===== src/rtl/fpna_pkg.sv =====
// Shared definitions for the FPNA configuration loader.
//   FPNA_CFG_BITS : default number of configuration bits per frame
//   cfg_state_t   : loader FSM state encoding (IDLE, SHIFT, CHECK)
//   cnt_width()   : width of the frame bit counter for a given frame size
package fpna_pkg;

  localparam int FPNA_CFG_BITS = 80;

  typedef enum logic [1:0] {
    IDLE  = 2'd0,
    SHIFT = 2'd1,
    CHECK = 2'd2
  } cfg_state_t;

  // The counter must reach CFG_BITS+2 (saturation point), so it needs to
  // represent values 0 .. CFG_BITS+2.
  function automatic int cnt_width(input int bits);
    return $clog2(bits + 3);
  endfunction

endpackage


===== src/rtl/fpna_cfg_shift.sv =====
// Capture datapath of the configuration loader: the shift register, the
// saturating frame bit counter and, when FPNA_CFG_PARITY_EN is defined, the
// running parity of the frame.
// Ports:
//   clk, rst_n : clock, asynchronous active-low reset
//   shift_en   : shift bs_in into sr this cycle (already qualified by ena)
//   clr        : this shift is the first bit of a frame (restarts cnt/par)
//   bs_in      : serial data in
//   sr         : shift register contents, newest bit in sr[0]
//   cnt        : bits shifted in this frame, saturating at CFG_BITS+2
//   par        : XOR of all bits of this frame (FPNA_CFG_PARITY_EN only)
module fpna_cfg_shift
  import fpna_pkg::*;
#(
  parameter int CFG_BITS = FPNA_CFG_BITS,
  parameter int W        = CFG_BITS,
  parameter int CW       = cnt_width(CFG_BITS)
) (
  input  logic          clk,
  input  logic          rst_n,
  input  logic          shift_en,
  input  logic          clr,
  input  logic          bs_in,
  output logic [W-1:0]  sr,
`ifdef FPNA_CFG_PARITY_EN
  output logic          par,
`endif
  output logic [CW-1:0] cnt
);

  // Saturating one step past any legal frame length means an overlong frame
  // can never wrap back onto the good length.
  localparam logic [CW-1:0] CNT_MAX = CW'(CFG_BITS + 2);

  always_ff @(posedge clk or negedge rst_n) begin
    if (!rst_n) begin
      sr  <= '0;
      cnt <= '0;
`ifdef FPNA_CFG_PARITY_EN
      par <= 1'b0;
`endif
    end else if (shift_en) begin
      // sr is never cleared at frame start: it is also the daisy-chain delay
      // line, so bits of the previous frame keep flowing out on bs_out.
      sr <= {sr[W-2:0], bs_in};
      if (clr) begin
        cnt <= CW'(1);
`ifdef FPNA_CFG_PARITY_EN
        par <= bs_in;
`endif
      end else begin
        if (cnt != CNT_MAX) cnt <= cnt + CW'(1);
`ifdef FPNA_CFG_PARITY_EN
        par <= par ^ bs_in;
`endif
      end
    end
  end

endmodule


===== src/rtl/fpna_cfg_loader.sv =====
// Configuration bitstream front end for the field-programmable neuron array.
// Shifts the serial bitstream in while config_en is high, passes it down the
// daisy chain on bs_out, and at the end of the frame commits the captured
// bits to cfg_word only if the frame length (and parity) is correct.
// Optional feature: define FPNA_CFG_PARITY_EN to append one even-parity bit
// to each frame (frame = CFG_BITS data bits + 1 parity bit).
// Ports:
//   clk, rst_n : clock, asynchronous active-low reset
//   ena        : design enable; all state holds while low
//   config_en  : frame gate, high while the bitstream is shifted in
//   bs_in      : serial config data, MSB first
//   bs_out     : serial chain output, CFG_BITS shift cycles behind bs_in
//   cfg_word   : committed configuration word
//   cfg_load   : one-cycle pulse when cfg_word updates
//   cfg_busy   : high while a frame is in SHIFT or CHECK
//   cfg_err    : sticky frame error, cleared by the next good commit
//   dbg_state  : current FSM state
// Handshake: there is no back-pressure. A frame is every enabled cycle with
// config_en high starting from IDLE; the first enabled cycle with config_en
// low ends it, and the result is presented one enabled cycle later with
// cfg_load as a single-cycle qualifier for cfg_word.
module fpna_cfg_loader
  import fpna_pkg::*;
#(
  parameter int CFG_BITS = FPNA_CFG_BITS
) (
  input  logic                clk,
  input  logic                rst_n,
  input  logic                ena,
  input  logic                config_en,
  input  logic                bs_in,
  output logic                bs_out,
  output logic [CFG_BITS-1:0] cfg_word,
  output logic                cfg_load,
  output logic                cfg_busy,
  output logic                cfg_err,
  output cfg_state_t          dbg_state
);

`ifdef FPNA_CFG_PARITY_EN
  localparam int W = CFG_BITS + 1;
`else
  localparam int W = CFG_BITS;
`endif
  localparam int CW = cnt_width(CFG_BITS);

  cfg_state_t          state;
  logic                shift_en;
  logic                clr;
  logic [W-1:0]        sr;
  logic [CW-1:0]       cnt;
  logic                frame_good;
  logic [CFG_BITS-1:0] frame_data;
`ifdef FPNA_CFG_PARITY_EN
  logic                par;
`endif

  // A bit arriving while in CHECK is deliberately not shifted.
  assign shift_en = ena && config_en && (state == IDLE || state == SHIFT);
  assign clr      = (state == IDLE);

  fpna_cfg_shift #(
    .CFG_BITS (CFG_BITS),
    .W        (W),
    .CW       (CW)
  ) u_shift (
    .clk      (clk),
    .rst_n    (rst_n),
    .shift_en (shift_en),
    .clr      (clr),
    .bs_in    (bs_in),
    .sr       (sr),
`ifdef FPNA_CFG_PARITY_EN
    .par      (par),
`endif
    .cnt      (cnt)
  );

`ifdef FPNA_CFG_PARITY_EN
  // Parity bit is the last one in, so the data sits one position up.
  assign frame_good = (cnt == CW'(CFG_BITS + 1)) && !par;
  assign frame_data = sr[CFG_BITS:1];
`else
  assign frame_good = (cnt == CW'(CFG_BITS));
  assign frame_data = sr[CFG_BITS-1:0];
`endif

  // Chain tap is the same in both builds; sr is a flop so bs_out is registered.
  assign bs_out    = sr[CFG_BITS-1];
  assign dbg_state = state;

  always_ff @(posedge clk or negedge rst_n) begin
    if (!rst_n) begin
      state    <= IDLE;
      cfg_word <= '0;
      cfg_load <= 1'b0;
      cfg_busy <= 1'b0;
      cfg_err  <= 1'b0;
    end else if (ena) begin
      cfg_load <= 1'b0;
      case (state)
        IDLE: begin
          if (config_en) begin
            state    <= SHIFT;
            cfg_busy <= 1'b1;
          end
        end
        SHIFT: begin
          if (!config_en) state <= CHECK;
        end
        CHECK: begin
          state    <= IDLE;
          cfg_busy <= 1'b0;
          if (frame_good) begin
            cfg_word <= frame_data;
            cfg_load <= 1'b1;
            cfg_err  <= 1'b0;
          end else begin
            cfg_err  <= 1'b1;
          end
        end
        default: begin
          state    <= IDLE;
          cfg_busy <= 1'b0;
        end
      endcase
    end
  end

endmodule


===== config.mk =====
export PLATFORM = sky130hd
export DESIGN_NAME = fpna_cfg_loader
export DESIGN_NICKNAME = d
export VERILOG_FILES = /design/src/rtl/fpna_pkg.sv /design/src/rtl/fpna_cfg_shift.sv /design/src/rtl/fpna_cfg_loader.sv
export SDC_FILE = /design/constraint.sdc
export NUM_CORES = 1
export LEC_CHECK = 0
export BUFFER_PORTS_ARGS = -buffer_cell sky130_fd_sc_hd__buf_2
export CORE_MARGIN = 1.5
export CORE_UTILIZATION = 40
export CTS_CLUSTER_DIAMETER = 30
export DETAILED_ROUTE_END_ITERATION = 12
export GPL_TIMING_DRIVEN = 0
export MAX_ROUTING_LAYER = met4
export PLACE_DENSITY = 0.63
export SLEW_MARGIN = 15
export SYNTH_ARGS = -nofsm -noshare
export SYNTH_HDL_FRONTEND = slang
export SYNTH_HIERARCHICAL = 1
export SYNTH_SLANG_ARGS = --single-unit

===== constraint.sdc =====
create_clock -name clk -period 3.6 [get_ports clk]
set_input_delay 0.36 -clock clk [delete_from_list [all_inputs] [get_ports clk]]
set_output_delay 0.36 -clock clk [all_outputs]
set_load 0.005 [all_outputs]

### After elaboration in Yosys (flattened, before gate mapping)

Cells that the tools add are included.
Widths: inputs -> output; s select.

| operators by class | value |
|---|---|
| reduce and logical (&&, ||, !) cells | 10 |
| equality and inequality tests | 6 |
| bitwise gates (word level) | 1 |
| add/subtract/negate cells | 1 |
| multiplexer cells | 10 |

Operators by type and width:

| kind | number |
|---|---|
| $mux 7 | 2 |
| $reduce_and 3->1 | 3 |
| $add 7x1->7 const B | 1 |
| $eq 7x7->1 const B | 1 |
| $ne 7x7->1 const B | 1 |
| $mux 1 | 4 |
| $mux 2 | 2 |
| $ne 2x2->1 const B | 2 |
| $pmux 2 s2 | 1 |
| $reduce_and 2->1 | 2 |
| $eq 2x1->1 const B | 1 |
| $eq 2x2->1 const B | 1 |
| $logic_and 1x1->1 | 2 |
| $logic_not 2->1 | 1 |
| $pmux 1 s2 | 1 |
| $reduce_bool 2->1 | 1 |
| $logic_or 1x1->1 | 1 |
| $not 1->1 | 1 |

| storage, ports and cells | value |
|---|---|
| word-level logic and storage cells | 35 |
| input bits | 5 |
| bits in registers | 172 |

### Depth between registers and ports, before layout

| depth | value |
|---|---|
| word-level depth | 4 |
| mapped depth | 6 |
| gate-level depth less buffers | 5 |

### Modules after synthesis

The synthesis kept the hierarchy.

By module, submodules not included:

| module | sequential area each (µm²) | area each (µm²) | cells each | instances |
|---|---|---|---|---|
| fpna_cfg_shift | 2177.1 | 3395.8 | 218 | 1 |
| fpna_cfg_loader | 2127.0 | 3218.1 | 189 | 1 |

### Worst setup path before layout

No wires, ideal clock.

| path | value |
|---|---|
| kind | reg2reg |
| from | reg state[1], in the netlist dbg_state[1] |
| to | reg u_shift.sr[20] |
| data arrival time | 1404 ps |
| library setup time | 125 ps |
| period minus slack after synthesis | 1528 ps |
| buffers on the path | 2 |
| setup slack | 2072 ps |
| stages on the path, launching flop included | 5 |
| cell sequence | dfrtp_1 -> nor2_1 -> buf_2 -> buf_2 -> mux2_2 |

| on the way | value |
|---|---|
| longest elaborated chain between the ends | 3 |
| elaborated cells on any way between the ends | 4 |
| those cells by class | eq/ne (1); reduce/logical (3) |

RTL lines:

| what | RTL line | text |
|---|---|---|
| start: declaration | fpna_cfg_loader.sv:47 | `cfg_state_t state;` |
| start signal: assignment | fpna_cfg_loader.sv:94 | `state <= IDLE;` |
| start signal: assignment | fpna_cfg_loader.sv:104 | `state <= SHIFT;` |
| start signal: assignment | fpna_cfg_loader.sv:109 | `if (!config_en) state <= CHECK;` |
| $eq 2x1->1 / $logic_not 2->1 (equally long branches) | fpna_cfg_loader.sv:59 | `assign shift_en = ena && config_en && (state == IDLE \|\| state == SHIFT);` |
| $logic_or 1x1->1 * | fpna_cfg_loader.sv:59 |  |
| $logic_and 1x1->1 * | fpna_cfg_loader.sv:59 |  |
| net shift_en | fpna_cfg_loader.sv:48 | `logic shift_en;` |
| end signal: assignment | fpna_cfg_shift.sv:45 | `sr <= {sr[W-2:0], bs_in};` |
| end: declaration | fpna_cfg_shift.sv:24 | `output logic [W-1:0] sr,` |

The timed path passes the listed nets; every way through them passes the cells marked *.
A chain may end at the register's enable or synchronous reset.

### Final worst setup path

| path | value |
|---|---|
| from | reg state[1], in the netlist dbg_state[1] |
| to | reg u_shift.sr[43] |

The elaborated chain is that of the path after synthesis.

==> flow_metrics.py <==
metrics = {
    "run_status": {
        "outcome": "finished clean",
    },
    "setup_path": {
        "worstPathRequired_ns": 3.90,
        "end_kind": "register",
        "cp-start-kind": "register",
        "crit_type": "reg -> reg",
        "crit_fanout": 10,
        "critPathArrivalTime_ns": 2.35,
    },
    "routing": {
        "first_iter_violations": 140,
        "via_count": 3612,
        "drt_pass1_iterations": 4,
        "wl_um": 11300,
        "wl_per_cell_um": 15.2,
        "avgViaCountPerCell": 4.84,
        "antenna_left": 0,
        "drc": 0,
    },
    "cells_and_area": {
        "fin_nets": 525,
        "fillers": 1433,
        "utilization_pct": 49.9,
        "drive_above_1_share_pct": 55.7,
        "area_growth_pct": 20.6,
        "antennaDiodeCount": 0,
        "fin_area_sq_um": 7980,
    },
    "clock_tree": {
        "cts_root_buffer": "clkbuf_16",
        "insertion_delay_ns": 0.41,
        "cts_tree": "done",
        "cts_setup_buffers": 0,
        "cts_max_path_buffers": 2,
        "clk_pin_slew_ns": 0.06,
        "h-tree-depth": 4,
        "ctsResizeCount": 0,
        "cts.sinks": 172,
        "numCtsBuffers": 17,
    },
    "yosys": {
        "synth.distinct_cells": 33,
        "synth_warnings": 6,
        "synth_top_cells_by_area": "dfrtp_1 (65%), mux2_2 (26%), mux2_1 (1.2%)",
        "syn_area_per_cell_sq_um": 16.3,
        "netlist_area_sq_um": 6610,
        "yosysMostFrequentCell": "dfrtp_1",
        "synth-seq-cells": 172,
        "ys.flop_type": "dfrtp_1",
        "synth.top_cell.area_share_pct": 65.1,
        "netlist_top_cells_count": "dfrtp_1 (172), mux2_2 (153), buf_2 (9)",
        "async_flop_share_pct": 100,
        "yosysSeqAreaShare_pct": 65.1,
        "synth_top_cell_by_area": "dfrtp_1",
        "syn_nets": 414,
        "synth_cells": 407,
        "synth_edf_count": 0,
    },
    "timing": {
        "finalSetupViolations": 0,
        "rsz0062_at_grt": "false",
        "hold_viol": 0,
        "period_needed_ns": 2.05,
        "period_share_pct": 57.1,
        "slew_violations": 0,
        "relSlewSlack_pct": 55.0,
        "fin_skew_ns": 0.00497,
        "worstMarginPinSlew_ns": 0.676,
        "max_freq_mhz": 487,
        "fin_tns_setup_ns": 0,
    },
    "power_and_ir_drop": {
        "p_seq_share_pct": 50.5,
        "power.internal_mw": 3.31,
        "p_sw_share_pct": 22.9,
        "p_leak_nw": 4.28,
        "switchingPower_mw": 0.981,
        "ir_drop_mv": 0.315,
        "p_total_mw": 4.29,
        "p_clk_share_pct": 42.5,
        "power_frac_comb_pct": 7.0,
        "power_density_nw_per_um2": 538,
    },
    "placed_design": {
        "io_buffers": 90,
        "gp_congestion": 0.696,
        "dp_hpwl_um": 7740,
        "placed_area_sq_um": 7370,
    },
    "grt": {
        "grtUsageTotal_pct": 14.6,
        "grt_pass1_vias": 3903,
        "grt_pass1_wl_um": 19600,
        "gr-total-overflow": 0,
        "grt_max_degree": 95,
        "antenna_found_initial": 0,
    },
    "die": {
        "ioPinCount": 91,
        "rows": 46,
        "coreArea_sq_um": 16000,
        "start_util_pct": 41.3,
        "die_area_sq_um": 17300,
        "chipHeight_um": 132,
        "die_w_um": 132,
    },
    "worst_hold_path": {
        "hold_path_class": "in -> reg",
    },
    "run": {
        "cap_viol_max_count": 0,
    },
}
placed cells by master (no fill, tap or decap), drive strengths merged, types with 2 or more instances in the layout:
master,netlist,final
buf,18,109
bufinv,0,3
clkbuf,0,21
clkinv,0,4
clkinvlp,0,4
dfrtp,172,172
ha,2,2
inv,5,5
mux2,160,160
mux2i,3,3
nand2,6,6
nand2b,2,2
nand3,6,6
nor2,7,7
nor2b,4,4
o21ai,4,4
o2bb2ai,2,2
o311ai,2,2
or4,2,2
flip-flops by register name (all words and copies together), names as in the netlist:
name / count
u_shift/sr: 80
cfg_busy: 1
cfg_word: 80
cfg_err: 1
u_shift/cnt: 7
cfg_load: 1
dbg_state: 2
metal layers:
layer	routed length, um	global-route usage (%)	up-vias
li1	-	-	1669
met1	4800	17.1	1855
met2	5880	23.9	66
met3	370	3.24	22
met4	272	6.98	0
met5	0	-	-
timing repair:
item	CTS	global route
endpoints found under the hold margin	93	0
hold buffers	1	0
setup endpoints to repair	0	0
worst max-delay path, cell delays in order (launching register included):
cell	delay, ns
dfrtp_1	0.44
nor2_1	0.43
buf_2	0.38
buf_2	0.31
mux2_2	0.37
layout make-up:
class	count	area (sq um)	area share (%)
Clock buffer	21	450	5.65
Inverter	5	18.8	0.235
Multi-Input combinational cell	212	2160	27.0
Clock inverter	11	144	1.80
Timing Repair Buffer	92	498	6.24
Tap cell	216	270	3.39
Buffer	18	135	1.69
Sequential cell	172	4300	54.0
power groups by stage:
| stage | Clock, mW | Sequential, mW | Combinational (mW) |
|---|---|---|---|
| floorplan | 0 | 2.17 | 0.207 |
| global placement | 0 | 2.19 | 0.281 |
| detailed placement | 0 | 2.20 | 0.305 |
| CTS | 1.88 | 2.17 | 0.305 |
| global route | 1.96 | 2.19 | 0.335 |
| finish | 1.83 | 2.17 | 0.300 |
final timing paths:
path                              startpoint  slack [ns]  depth (start not counted)             end
worst min register to register  cfg_word[49]        0.49                          1    cfg_word[49]
max in group asynchronous              rst_n        2.24                          3  u_shift/cnt[0]
worst max register to register  dbg_state[1]        1.55                          4  u_shift/sr[43]
worst max-delay path            dbg_state[1]        1.55                          4  u_shift/sr[43]
min in group asynchronous              rst_n        0.56                          2    cfg_word[23]
worst min-delay path                   bs_in        0.18                          2   u_shift/sr[0]
stage by stage:
stage	std cells	worst slack, ns	hold WS [ns]
after global placement	713	-0.300	0.472
after global routing	747	1.37	0.152
after floorplan	407	2.07	0.0644
final	747	1.55	0.176
after CTS	747	1.48	0.153
after detailed placement	714	1.37	0.435
cell families (layout without fill, tap and decap cells):
group                      Yosys count  in the layout  synth area share, %
adders and majority gates            2              2                0.378
and+or+nand+nor                     33             33                 3.05
AOI/OAI and AO/OA                   14             14                 1.48
buffers and inverters               23            147                 2.33
muxes                              163            163                 27.7
DFF                                172            172                 65.1
No activity file was read; power rests on OpenSTA's default activity.
